`src/rtl/fruit_miss_counter_if.sv`:
```
// Signal bundle between the fruit engine (master) and the miss counter (slave).
// The counter publishes miss_num to the life/heart display logic.
interface fruit_miss_counter_if #(
   parameter int unsigned NF       = 6,
   parameter int unsigned MAX_MISS = 255
);
   localparam int unsigned MissW = $clog2(MAX_MISS + 1);

   logic             Initialize;
   logic             frame_clk_rising_edge;
   logic             game_over;
   logic [NF-1:0]    fruit_active;
   logic [NF-1:0]    fruit_sliced;
   logic [NF*10-1:0] fruit_y;
   logic [MissW-1:0] miss_num;
   logic             miss_pulse;

   modport master (
      output Initialize, frame_clk_rising_edge, game_over,
      output fruit_active, fruit_sliced, fruit_y,
      input  miss_num, miss_pulse
   );

   modport slave (
      input  Initialize, frame_clk_rising_edge, game_over,
      input  fruit_active, fruit_sliced, fruit_y,
      output miss_num, miss_pulse
   );
endinterface

```
`src/rtl/fruit_miss_counter.sv`:
```
// Counts unsliced fruits crossing MISS_Y and publishes a frame-stable, saturating miss count.
// Misses accumulate in pend between frame edges and flush into miss_num on each edge.
module fruit_miss_counter #(
   parameter int unsigned NF       = 6,
   parameter logic [9:0]  MISS_Y   = 10'd470,
   parameter int unsigned MAX_MISS = 255
) (
   input logic            Clk,
   input logic            Reset_n,
   fruit_miss_counter_if.slave bus
);
   localparam int unsigned CntW  = $clog2(NF + 1);
   localparam int unsigned MissW = $clog2(MAX_MISS + 1);
   localparam int unsigned PendW = MissW + 1;
   localparam int unsigned SumW  = PendW + 1;
   localparam logic [SumW-1:0] MaxSum = SumW'(MAX_MISS);

   logic [NF-1:0]    hit;
   logic [NF-1:0]    counted_q, counted_d;
   logic [CntW-1:0]  new_cnt;
   logic [PendW-1:0] pend_q, pend_d;
   logic [MissW-1:0] miss_num_q, miss_num_d;
   logic             miss_pulse_q, miss_pulse_d;
   logic [SumW-1:0]  pend_sum, miss_sum;

   always_comb begin
      hit     = '0;
      new_cnt = '0;
      for (int i = 0; i < NF; i++) begin
         hit[i] = bus.fruit_active[i] & ~bus.fruit_sliced[i] &
                  (bus.fruit_y[10*i +: 10] >= MISS_Y) & ~counted_q[i] & ~bus.game_over;
         new_cnt = new_cnt + CntW'(hit[i]);
      end
   end

   always_comb begin
      pend_sum     = SumW'(pend_q) + SumW'(new_cnt);
      // Edge-cycle hits join this update directly so they are neither lost nor doubled.
      miss_sum     = SumW'(miss_num_q) + pend_sum;
      counted_d    = counted_q;
      pend_d       = pend_q;
      miss_num_d   = miss_num_q;
      miss_pulse_d = 1'b0;
      if (bus.Initialize) begin
         // Fruits already past the line at game start must not be recounted.
         counted_d  = bus.fruit_active;
         pend_d     = '0;
         miss_num_d = '0;
      end else begin
         counted_d = (counted_q | hit) & bus.fruit_active;
         if (bus.frame_clk_rising_edge) begin
            miss_num_d   = (miss_sum > MaxSum) ? MissW'(MAX_MISS) : miss_sum[MissW-1:0];
            miss_pulse_d = (miss_num_d > miss_num_q);
            pend_d       = '0;
         end else begin
            pend_d = (pend_sum > MaxSum) ? PendW'(MAX_MISS) : pend_sum[PendW-1:0];
         end
      end
   end

   always_ff @(posedge Clk or negedge Reset_n) begin
      if (!Reset_n) begin
         counted_q    <= '0;
         pend_q       <= '0;
         miss_num_q   <= '0;
         miss_pulse_q <= 1'b0;
      end else begin
         counted_q    <= counted_d;
         pend_q       <= pend_d;
         miss_num_q   <= miss_num_d;
         miss_pulse_q <= miss_pulse_d;
      end
   end

   assign bus.miss_num   = miss_num_q;
   assign bus.miss_pulse = miss_pulse_q;
endmodule
```
`src/flat_wrapper.sv`:
```
// flat-port wrapper written by rule: the top's interface ports become plain ports
module fruit_miss_counter_flat 
#(
   parameter int unsigned NF       = 6,
   parameter logic [9:0]  MISS_Y   = 10'd470,
   parameter int unsigned MAX_MISS = 255
)
  (Clk, Reset_n, bus_Initialize, bus_frame_clk_rising_edge, bus_game_over, bus_fruit_active, bus_fruit_sliced, bus_fruit_y, bus_miss_num, bus_miss_pulse);
  fruit_miss_counter_if #(.NF(NF), .MAX_MISS(MAX_MISS)) bus_i ();
  input logic Clk;
  input logic Reset_n;
  input wire logic [$bits(bus_i.Initialize)-1:0] bus_Initialize;
  input wire logic [$bits(bus_i.frame_clk_rising_edge)-1:0] bus_frame_clk_rising_edge;
  input wire logic [$bits(bus_i.game_over)-1:0] bus_game_over;
  input wire logic [$bits(bus_i.fruit_active)-1:0] bus_fruit_active;
  input wire logic [$bits(bus_i.fruit_sliced)-1:0] bus_fruit_sliced;
  input wire logic [$bits(bus_i.fruit_y)-1:0] bus_fruit_y;
  output wire logic [$bits(bus_i.miss_num)-1:0] bus_miss_num;
  output wire logic [$bits(bus_i.miss_pulse)-1:0] bus_miss_pulse;
  assign bus_i.Initialize = bus_Initialize;
  assign bus_i.frame_clk_rising_edge = bus_frame_clk_rising_edge;
  assign bus_i.game_over = bus_game_over;
  assign bus_i.fruit_active = bus_fruit_active;
  assign bus_i.fruit_sliced = bus_fruit_sliced;
  assign bus_i.fruit_y = bus_fruit_y;
  assign bus_miss_num = bus_i.miss_num;
  assign bus_miss_pulse = bus_i.miss_pulse;
  fruit_miss_counter #(.NF(NF), .MISS_Y(MISS_Y), .MAX_MISS(MAX_MISS)) u_core (.Clk(Clk), .Reset_n(Reset_n), .bus(bus_i));
endmodule
```
`config.mk`:
```
export PLATFORM = sky130hd
export DESIGN_NAME = fruit_miss_counter_flat
export DESIGN_NICKNAME = d
export VERILOG_FILES = /design/src/rtl/fruit_miss_counter_if.sv /design/src/rtl/fruit_miss_counter.sv /design/src/flat_wrapper.sv
export SDC_FILE = /design/constraint.sdc
export NUM_CORES = 1
export LEC_CHECK = 0
export BUFFER_PORTS_ARGS = -buffer_cell sky130_fd_sc_hd__buf_2
export CORE_MARGIN = 2
export CORE_UTILIZATION = 35
export CTS_CLUSTER_SIZE = 25
export DETAILED_ROUTE_END_ITERATION = 10
export PLACE_DENSITY = 0.67
export SYNTH_ARGS = -nofsm -noshare
export SYNTH_HDL_FRONTEND = slang
export SYNTH_SLANG_ARGS = --single-unit
```
`constraint.sdc`:
```
create_clock -name Clk -period 13.75 [get_ports Clk]
set_input_delay 2.75 -clock Clk [delete_from_list [all_inputs] [get_ports Clk]]
set_output_delay 2.75 -clock Clk [all_outputs]
set_load 0.01 [all_outputs]
```
* Word level (Yosys, flattened, before mapping)
Index checks and enable logic that the tools add are counted.
Storage, ports and cells: flip-flop bits (word level) 24, input bits 77, output and inout bits 9, logic and storage cells 69
Operators by class: reductions and logical operators 1, magnitude comparators 9, muxes and demuxes 9, bitwise operators 39, $add $sub $neg 7
Operators with widths (number):
- 10-bit by 9-bit >= comparator with 1-bit output (second input constant) | 6
- 9-bit two-way mux | 3
- 1-bit AND | 24
- 8-bit two-way mux | 3
- 10-bit by 8-bit > comparator with 1-bit output (second input constant) | 2
- 1-bit inverter | 13
- 3-bit by 1-bit adder with 3-bit output | 4
- 8-bit by 10-bit adder with 10-bit output | 1
- 9-bit by 3-bit adder with 10-bit output | 1
- 8-bit > comparator | 1
- 6-bit AND | 1
- 6-bit two-way mux | 1
- 6-bit bitwise OR | 1
- 1-bit by 1-bit adder with 2-bit output | 1
- 1-bit two-way mux | 2
- 2-bit nonzero test | 1

* Depth between registers and ports, before layout
Gate-level depths: netlist of the first run.
word-level depth 17, mapped depth 33, mapped depth without buffers 32

* Worst setup path after synthesis of the first run
No wires, ideal clock.
path kind input port to flip-flop, start in bus_fruit_y[11], end reg u_core.miss_pulse_q (netlist: u_core.bus.miss_pulse), path buffers 1, library setup time 133 ps, stages 32, slack 5185 ps, data required time 13617 ps, arrival time 8432 ps, cell sequence a21o_1 > a21o_1 > a41oi_1 > nor4_1 > ha_1 > inv_1 > fa_1 > fa_1 > fa_1 > inv_1 > fa_1 > a21oi_1 > nor2b_1 > xor2_1 > ha_1 > o21ai_0 > nand2b_1 > a41oi_2 > xnor2_1 > nand4_1 > nand3_2 > buf_2 > nand2_1 > ha_1 > a21oi_1 > nor2b_1 > o21ai_0 > nand2b_1 > a21oi_1 > nor2_1 > a211oi_1 > a221oi_2
Between the ends: cells in the longest elaborated chain, start to end 16
RTL lines:
- start, declared | line flat_wrapper.sv:17 | input wire logic [$bits(bus_i.fruit_y)-1:0] bus_fruit_y;
- 10-bit by 9-bit >= comparator with 1-bit output * | line fruit_miss_counter.sv:31 | (bus.fruit_y[10*i +: 10] >= MISS_Y) & ~counted_q[i] & ~bus.game_over;
- 1-bit AND * | line fruit_miss_counter.sv:30 | hit[i] = bus.fruit_active[i] & ~bus.fruit_sliced[i] &
- 1-bit AND * (2 in series) | line fruit_miss_counter.sv:31
- 1-bit by 1-bit adder with 2-bit output * | line fruit_miss_counter.sv:32 | new_cnt = new_cnt + CntW'(hit[i]);
- 3-bit by 1-bit adder with 3-bit output * (4 in series) | line fruit_miss_counter.sv:32
- 9-bit by 3-bit adder with 10-bit output * | line fruit_miss_counter.sv:37 | pend_sum = SumW'(pend_q) + SumW'(new_cnt);
- 8-bit by 10-bit adder with 10-bit output * | line fruit_miss_counter.sv:39 | miss_sum = SumW'(miss_num_q) + pend_sum;
- 10-bit by 8-bit > comparator with 1-bit output | line fruit_miss_counter.sv:52 | miss_num_d = (miss_sum > MaxSum) ? MissW'(MAX_MISS) : miss_sum[MissW-1:0];
- 8-bit two-way mux * | line fruit_miss_counter.sv:52
- 8-bit > comparator * | line fruit_miss_counter.sv:53 | miss_pulse_d = (miss_num_d > miss_num_q);
- 1-bit two-way mux * | line fruit_miss_counter.sv:51 | if (bus.frame_clk_rising_edge) begin
- 1-bit two-way mux * | line fruit_miss_counter.sv:44 | if (bus.Initialize) begin
- via u_core.miss_pulse_d | line fruit_miss_counter.sv:23 | logic miss_pulse_q, miss_pulse_d;
- end signal, assigned | line fruit_miss_counter.sv:71 | miss_pulse_q <= miss_pulse_d;
- end, declared | line fruit_miss_counter.sv:23
Mark *: on every way through the listed nets, which the timed path passes. The rest lies on a longest branch. A chain may end at the register's enable or synchronous reset.

* Worst setup path after layout of the first run
start in bus_fruit_y[1], end reg u_core.miss_pulse_q (netlist: u_core.bus.miss_pulse)
Same word-level chain as after synthesis.

==> flow_summary.ini, run 1 <==
[status]
status = complete, no violations

[sta]
fmax_mhz = 110.7
period_minus_slack_ns = 9.036
rsz0062_at_grt = no
finClkSkew_ns = 0.002062
setup_violations = 0
hold_viol_final = 0
tightest_slew_ns = 0.5392
slew_headroom_pct = 64.05
finalMaxSlewViolations = 0
layout_setup_ws_ns = 4.714
fin_crit_sh_pct = 65.72
tns_ns = 0
holdWs_ns = 0.4940

[detailed_routing]
wl_per_cell_um = 12.21
ant_nets = 0
vias = 1870
routed_wl_mm = 4.555
drt-initial-drc-count = 75
dr.pass1.iters = 4
drc = 0
routed_via_density = 5.013

[synthesis]
synth-seq-cells = 24
syn_nets = 326
synthArstFlopShare_pct = 100.0
postSynthCellCount = 224
yosysWarnings = 0
yosys_most_used_dff = dfrtp_1
yosysSeqAreaShare_pct = 29.68
netlist_area_mm2 = 0.002023
syn_avg_cell_area_um2 = 9.032
ys_types = 44
synth_edf_count = 0

[placed_design]
placed_area_mm2 = 0.002489
gp_congestion = 0.7986
dp_slack_ns = 4.443
port_buffers = 79
detailed_place_hpwl_mm = 3.918

[floorplanning]
die_area_mm2 = 0.006405
dieWidth_um = 80.03
rows = 27
ios = 86
core_area_mm2 = 0.005540
initial_core_util_pct = 36.52
die_h_um = 80.03

[cells_and_area]
final_common_cell = buf_2
nNetsFinal = 405
layout-drive-gt1-share_pct = 29.57
final_area_mm2 = 0.002530
utilization_pct = 45.66
antenna_cells = 0
layout_common_cells = 79 x buf_2, 27 x nor2_1, 24 x dfrtp_1
num-fill-cells = 563
area_delta_synth_final_pct = 25.05

[setup_path]
path_class = in2reg
reg2reg_depth = 29
end_kind = flop
reg2reg_setup_slack_ns = 7.16
cp.arrival_ns = 9.17
worst_setup_path_start_kind = primary input
cp_slowest_stage_delay_ns = 0.49
cp.required_ns = 13.88
worstPathMaxFanout = 16
critical-path-slowest-cell = fa_1
path_common_cell = fa_1

[cts]
root_buffer = clkbuf_8
cts.sinks = 24
clk_pin_slew_worst_paths_ns = 0.08
insertion_delay_ns = 0.26
cts_buffer_depth = 2
tritoncts = yes
cts_resized = 0
hold_buffers = 0
cts_buffers = 3
post_cts_buffers = 0
h-tree-depth = 1

[job]
drv_cap = 0

[min_path]
hp-class = reg2reg
hold_path_depth = 1

[power_and_ir_drop]
p_per_area_mw_per_mm2 = 72.08
ir_drop_uv = 49.95
leakagePower_nw = 1.292

[global_routing]
grt_max_degree = 25
antenna_found_initial = 0
track_usage_pct = 14.40
grt_pass1_vias = 1729
overflow = 0
grt_pass1_wl_mm = 7.320
==> critical path, delay by kind of cell <==
| kind | cells | cell delay [ns] |
|---|---|---|
| buffers and inverters | 4 | 0.27 |
| XOR/XNOR | 2 | 0.41 |
| AND/OR/NAND/NOR | 8 | 1.23 |
| adder cells (fa/ha/maj) | 7 | 2.70 |
| AO/OA/AOI/OAI | 11 | 1.81 |
==> stage by stage <==
step           std cells  power (mW)
6_report             373      0.1824
5_1_grt              373      0.1985
4_1_cts              373      0.1859
3_5_place_dp         370      0.1442
3_3_place_gp         370      0.1426
2_1_floorplan        224      0.1214
==> path summary, 6_finish.rpt <==
check	from	end
worst max register to register	u_core.counted_q[1]$_DFF_PN0_	u_core.bus.miss_pulse$_DFF_PN0_
max in group asynchronous	Reset_n	u_core.counted_q[2]$_DFF_PN0_
worst max-delay path	bus_fruit_y[1]	u_core.bus.miss_pulse$_DFF_PN0_
worst min-delay path	u_core.counted_q[1]$_DFF_PN0_	u_core.counted_q[1]$_DFF_PN0_
min in group asynchronous	Reset_n	u_core.counted_q[5]$_DFF_PN0_
worst min register to register	u_core.counted_q[1]$_DFF_PN0_	u_core.counted_q[1]$_DFF_PN0_
==> kinds of logic after synthesis <==
group                    count (synthesis)  synth area share, %
other                                    1               0.1854
XOR/XNOR                                11                4.762
adder cells (fa/ha/maj)                 25                17.32
multiplexers                             1               0.5565
AO/OA/AOI/OAI                           69                25.67
buffers and inverters                   23                4.328
AND/OR/NAND/NOR                         70                17.50
flip-flops                              24                29.68
==> Yosys cell counts (all sizes together) (5+ instances only) <==
cell | number | area (µm²)
ha | 20 | 250.2
xor2 | 5 | 43.79
nand2b | 6 | 37.54
a311oi | 7 | 61.31
nand3 | 9 | 50.05
o21ai | 10 | 50.05
a21o | 12 | 90.09
nand2 | 9 | 33.78
o31a | 8 | 70.07
a211oi | 5 | 42.54
nor2 | 27 | 101.4
fa | 5 | 100.1
a21oi | 10 | 50.05
a21boi | 5 | 41.29
xnor2 | 6 | 52.55
dfrtp | 24 | 600.6
inv | 18 | 67.56
==> per-layer routing <==
metal / part of all wire, % / up-vias / GRT usage (%)
met5: 0 / - / 0
met4: 1.4 / 0 / 3.220
met2: 52 / 26 / 24.75
li1: - / 971 / -
met1: 44 / 867 / 18.44
met3: 3.0 / 6 / 3.054
==> area by class of cell <==
type                       count  area [µm²]  area share, %
tap                           72       90.09          3.561
inverter                      18       67.56          2.671
sequential                    24       600.6          23.74
clock buffer                   3       41.29          1.632
timing repair buffer          79       395.4          15.63
multi-input combinational    177        1335          52.77
==> power by group <==
group | switching, mW | total (mW) | internal, mW
Clock | 0.0205 | 0.0400 | 0.0195
Sequential | 0.00458 | 0.0801 | 0.0755
Combinational | 0.0326 | 0.0622 | 0.0296
==> state kept, by name, summed over array words and instances, names as in the netlist <==
signal,cells
u_core.bus.miss_pulse,1
u_core.counted_q,6
u_core.pend_q,9
u_core.bus.miss_num,8
Note: power is estimated with default switching activity, not from simulation.
==> run 2: changes to the inputs <==
==> constraint.sdc (replaced) <==
create_clock -name Clk -period 8.5 [get_ports Clk]
set_input_delay 1.7 -clock Clk [delete_from_list [all_inputs] [get_ports Clk]]
set_output_delay 1.7 -clock Clk [all_outputs]
set_load 0.01 [all_outputs]
==> flow_summary.ini, run 2 (synthesis gave the netlist of run 1 again) <==
[global_routing]
grt_max_degree = 25
antenna_found_initial = 0
track_usage_pct = 14.19
grt_pass1_wl_mm = 7.307
met1_usage_pct = 18.59
grt_pass1_vias = 1679
use_met2_pct = 23.83
overflow = 0
busiest_layer = met2
grt_util_met3_pct = 2.036

[detailed_routing]
routed_via_density = 5.051
drc = 0
routed_wl_mm = 4.773
vias = 1894
dr.pass1.iters = 4
drt-initial-drc-count = 76
ant_nets = 0
wl_per_cell_um = 12.73

[power_and_ir_drop]
ir_drop_uv = 61.14
p_per_area_mw_per_mm2 = 130.4
leakagePower_nw = 1.310

[setup_path]
worstPathMaxFanout = 11
end_kind = flop
path_class = in2reg
cp_slowest_stage_delay_ns = 0.49
critical-path-slowest-cell = fa_1
cp.arrival_ns = 8.12
cp.required_ns = 8.65
path_common_cell = fa_1
worst_setup_path_start_kind = primary input

[cells_and_area]
area_delta_synth_final_pct = 26.90
largest-register = u_core.pend_q
largest_reg_flops = 9
regArea_um2 = 600.6
final_area_mm2 = 0.002567
antenna_cells = 0
layout_common_cells = 79 x buf_2, 27 x nor2_1, 24 x dfrtp_1
layout-drive-gt1-share_pct = 30.03
nNetsFinal = 406
multiInputGateArea_mm2 = 0.001335
num-fill-cells = 541
final_common_cell = buf_2

[sta]
fmax_mhz = 125.5
tns_ns = 0
slew_headroom_pct = 62.96
setup_violations = 0
finalMaxSlewViolations = 0
period_minus_slack_ns = 7.968
hold_viol_final = 0
fin_crit_sh_pct = 93.74
finClkSkew_ns = 0.006540
tightest_slew_ns = 0.5536
rsz0062_at_grt = no

[floorplanning]
core_area_mm2 = 0.005540
dieWidth_um = 80.03
ios = 86
die_area_mm2 = 0.006405
rows = 27
die_h_um = 80.03
initial_core_util_pct = 36.52

[cts]
cts_buffers = 3
clk_pin_slew_worst_paths_ns = 0.10
tritoncts = yes
root_buffer = clkbuf_8
cts_buffer_depth = 2
insertion_delay_ns = 0.27
cts_resized = 0
h-tree-depth = 1
hold_buffers = 0
cts.sinks = 24
post_cts_buffers = 0

[placed_design]
placed_area_mm2 = 0.002496
port_buffers = 79
detailed_place_hpwl_mm = 4.007
gp_congestion = 0.8068

[job]
drv_cap = 0

[status]
status = complete, no violations

[min_path]
hp-class = reg2reg
run 2: cell types whose count changed in the layout (fill, tap and decap cells not counted), sizes merged:
cell,change
bufinv,+1
buf,+1
run 2: critical path: cells and delay by family:
family                     cells  cell delay, ns
AOI/OAI and AO/OA             11            1.85
adders and majority gates      7            2.70
and+or+nand+nor                8            1.22
xor gates and xnor gates       2            0.40
buffers and inverters          4            0.26
run 2: area by class of cell:
type | count | share of cell area [%]
clock buffers | 3 | 1.608
well taps | 72 | 3.509
repair buffers | 80 | 15.69
flip-flops and latches | 24 | 23.39
inverters | 18 | 2.632
multi-input cells | 177 | 52.00
clock inverters | 1 | 1.170
run 2: path summary, 6_finish.rpt:
| kind | from | end | slack (ns) | cells after the start |
|---|---|---|---|---|
| min in group asynchronous | Reset_n | u_core.counted_q[3]$_DFF_PN0_ | 1.40 | 1 |
| min | u_core.counted_q[1]$_DFF_PN0_ | u_core.counted_q[1]$_DFF_PN0_ | 0.50 | 1 |
| min reg2reg | u_core.counted_q[1]$_DFF_PN0_ | u_core.counted_q[1]$_DFF_PN0_ | 0.50 | 1 |
| max reg2reg | u_core.counted_q[0]$_DFF_PN0_ | u_core.bus.miss_pulse$_DFF_PN0_ | 1.96 | 28 |
| max | bus_fruit_y[1] | u_core.bus.miss_pulse$_DFF_PN0_ | 0.53 | 32 |
| max in group asynchronous | Reset_n | u_core.pend_q[6]$_DFF_PN0_ | 6.73 | 1 |
run 2: report_power, final:
part | internal (mW) | switching, mW
combinational | 0.0486 | 0.0533
sequential | 0.122 | 0.00754
clock | 0.0630 | 0.0402
run 2: per-layer routing:
| layer | share of wire (%) | wire length [µm] | vias to the layer above |
|---|---|---|---|
| met1 | 43 | 2072 | 871 |
| met2 | 51 | 2419 | 35 |
| met5 | 0 | 0 | - |
| met4 | 1.8 | 85 | 0 |
| li1 | - | - | 979 |
| met3 | 4.1 | 196 | 9 |
run 2: per-stage QoR:
step / total power, mW / instances / utilization, % / worst slack, ns / hold WS, ns
after floorplan: 0.1964 / 224 / - / 0.9847 / 0.4645
final: 0.3349 / 375 / 46.34 / 0.5321 / 0.5040
after global routing: 0.3584 / 375 / 46.34 / 0.1164 / 0.5435
after detailed placement: 0.2345 / 371 / 45.05 / 0.2568 / 0.4880
after CTS: 0.3393 / 375 / 46.34 / 0.5395 / 0.5115
after global placement: 0.2312 / 371 / 45.05 / 0.3518 / 0.4787
==> run 3: changes to the inputs <==
--- a/config.mk
+++ b/config.mk
@@ -10,7 +10,7 @@
 export CORE_UTILIZATION = 35
 export CTS_CLUSTER_SIZE = 25
 export DETAILED_ROUTE_END_ITERATION = 10
-export PLACE_DENSITY = 0.67
+export PLACE_DENSITY = 0.66
 export SYNTH_ARGS = -nofsm -noshare
 export SYNTH_HDL_FRONTEND = slang
 export SYNTH_SLANG_ARGS = --single-unit
==> flow_summary.ini, run 3 (synthesis gave the netlist of run 1 again) <==
[setup_path]
critical-path-slowest-cell = fa_1
cp_slowest_stage_delay_ns = 0.49
cp.arrival_ns = 8.11
end_kind = flop
cp.required_ns = 8.64
worst_setup_path_start_kind = primary input
worstPathMaxFanout = 11
path_common_cell = fa_1
path_class = in2reg

[cells_and_area]
final_common_cell = buf_2
antenna_cells = 0
largest-register = u_core.pend_q
num-fill-cells = 561
largest_reg_flops = 9
utilization_pct = 45.80
regArea_um2 = 600.6
nNetsFinal = 406
multiInputGateArea_mm2 = 0.001335
final_area_mm2 = 0.002537
layout-drive-gt1-share_pct = 29.80
area_delta_synth_final_pct = 25.42
layout_common_cells = 79 x buf_2, 27 x nor2_1, 24 x dfrtp_1

[floorplanning]
die_h_um = 80.03
rows = 27
ios = 86
initial_core_util_pct = 36.52
dieWidth_um = 80.03
core_area_mm2 = 0.005540
die_area_mm2 = 0.006405

[cts]
cts_buffers = 3
root_buffer = clkbuf_8
cts_resized = 0
clk_pin_slew_worst_paths_ns = 0.09
tritoncts = yes
cts.sinks = 24
post_cts_buffers = 0
insertion_delay_ns = 0.27
hold_buffers = 0
cts_buffer_depth = 2
h-tree-depth = 1

[detailed_routing]
routed_wl_mm = 4.824
vias = 1928
drt-initial-drc-count = 69
routed_via_density = 5.155
wl_per_cell_um = 12.90
dr.pass1.iters = 4
drc = 0
ant_nets = 0

[global_routing]
grt_max_degree = 25
overflow = 0
grt_pass1_vias = 1802
track_usage_pct = 14.73
grt_pass1_wl_mm = 7.638
antenna_found_initial = 0

[power_and_ir_drop]
ir_drop_uv = 65.74
p_per_area_mw_per_mm2 = 118.1
leakagePower_nw = 1.296

[placed_design]
dp_slack_ns = 0.2383
port_buffers = 79
detailed_place_hpwl_mm = 4.069
placed_area_mm2 = 0.002496
gp_congestion = 0.7852

[min_path]
hp-class = reg2reg

[status]
status = complete, no violations

[sta]
hold_viol_final = 0
period_minus_slack_ns = 7.967
finalMaxSlewViolations = 0
setup_violations = 0
tightest_slew_ns = 0.5564
tns_ns = 0
layout_setup_ws_ns = 0.5331
fmax_mhz = 125.5
rsz0062_at_grt = no
slew_headroom_pct = 62.91
fin_crit_sh_pct = 93.73
finClkSkew_ns = 0.01088

[job]
drv_cap = 0
run 3: path summary, 6_finish.rpt:
check,slack (ns),cells after the start,to,from
max,0.53,32,u_core.bus.miss_pulse$_DFF_PN0_,bus_fruit_y[1]
max reg2reg,1.99,28,u_core.bus.miss_pulse$_DFF_PN0_,u_core.counted_q[0]$_DFF_PN0_
max in group asynchronous,6.71,1,u_core.counted_q[4]$_DFF_PN0_,Reset_n
min,0.50,1,u_core.counted_q[1]$_DFF_PN0_,u_core.counted_q[1]$_DFF_PN0_
min in group asynchronous,1.41,1,u_core.pend_q[0]$_DFF_PN0_,Reset_n
min reg2reg,0.50,1,u_core.counted_q[1]$_DFF_PN0_,u_core.counted_q[1]$_DFF_PN0_
run 3: power by group:
| group | leakage (nW) | switching (mW) | total [mW] | internal (mW) |
|---|---|---|---|---|
| logic | 0.966 | 0.0541 | 0.103 | 0.0486 |
| registers | 0.309 | 0.00768 | 0.130 | 0.122 |
| clock network | 0.0216 | 0.0354 | 0.0672 | 0.0317 |
| total | 1.30 | 0.0973 | 0.300 | 0.202 |
run 3: stage by stage:
stage,std cells,hold slack [ns],power [mW]
floorplan,224,0.4645,0.1964
finish,374,0.4970,0.2997
global placement,371,0.4784,0.2315
CTS,374,0.5071,0.3046
global route,374,0.5379,0.3212
detailed placement,371,0.4881,0.2358
run 3: metal layers:
metal / global-route usage (%) / up-vias / routed length (µm)
li1: - / 975 / -
met1: 18.28 / 913 / 2108
met2: 26.08 / 38 / 2531
met3: 2.941 / 2 / 154
met4: 3.390 / 0 / 29
met5: 0 / - / 0
run 3: cell type report:
class	count	area share, %
Tap cell	72	3.550
Multi-Input combinational cell	177	52.61
Clock buffer	3	1.627
Sequential cell	24	23.67
Timing Repair Buffer	80	15.88
Inverter	18	2.663
run 3: critical path: cells and delay by family:
kind,cells,cell delay [ns]
simple gates,8,1.20
xor+xnor,2,0.42
compound gates,11,1.78
fa+ha+maj,7,2.73
buf+inv,4,0.28
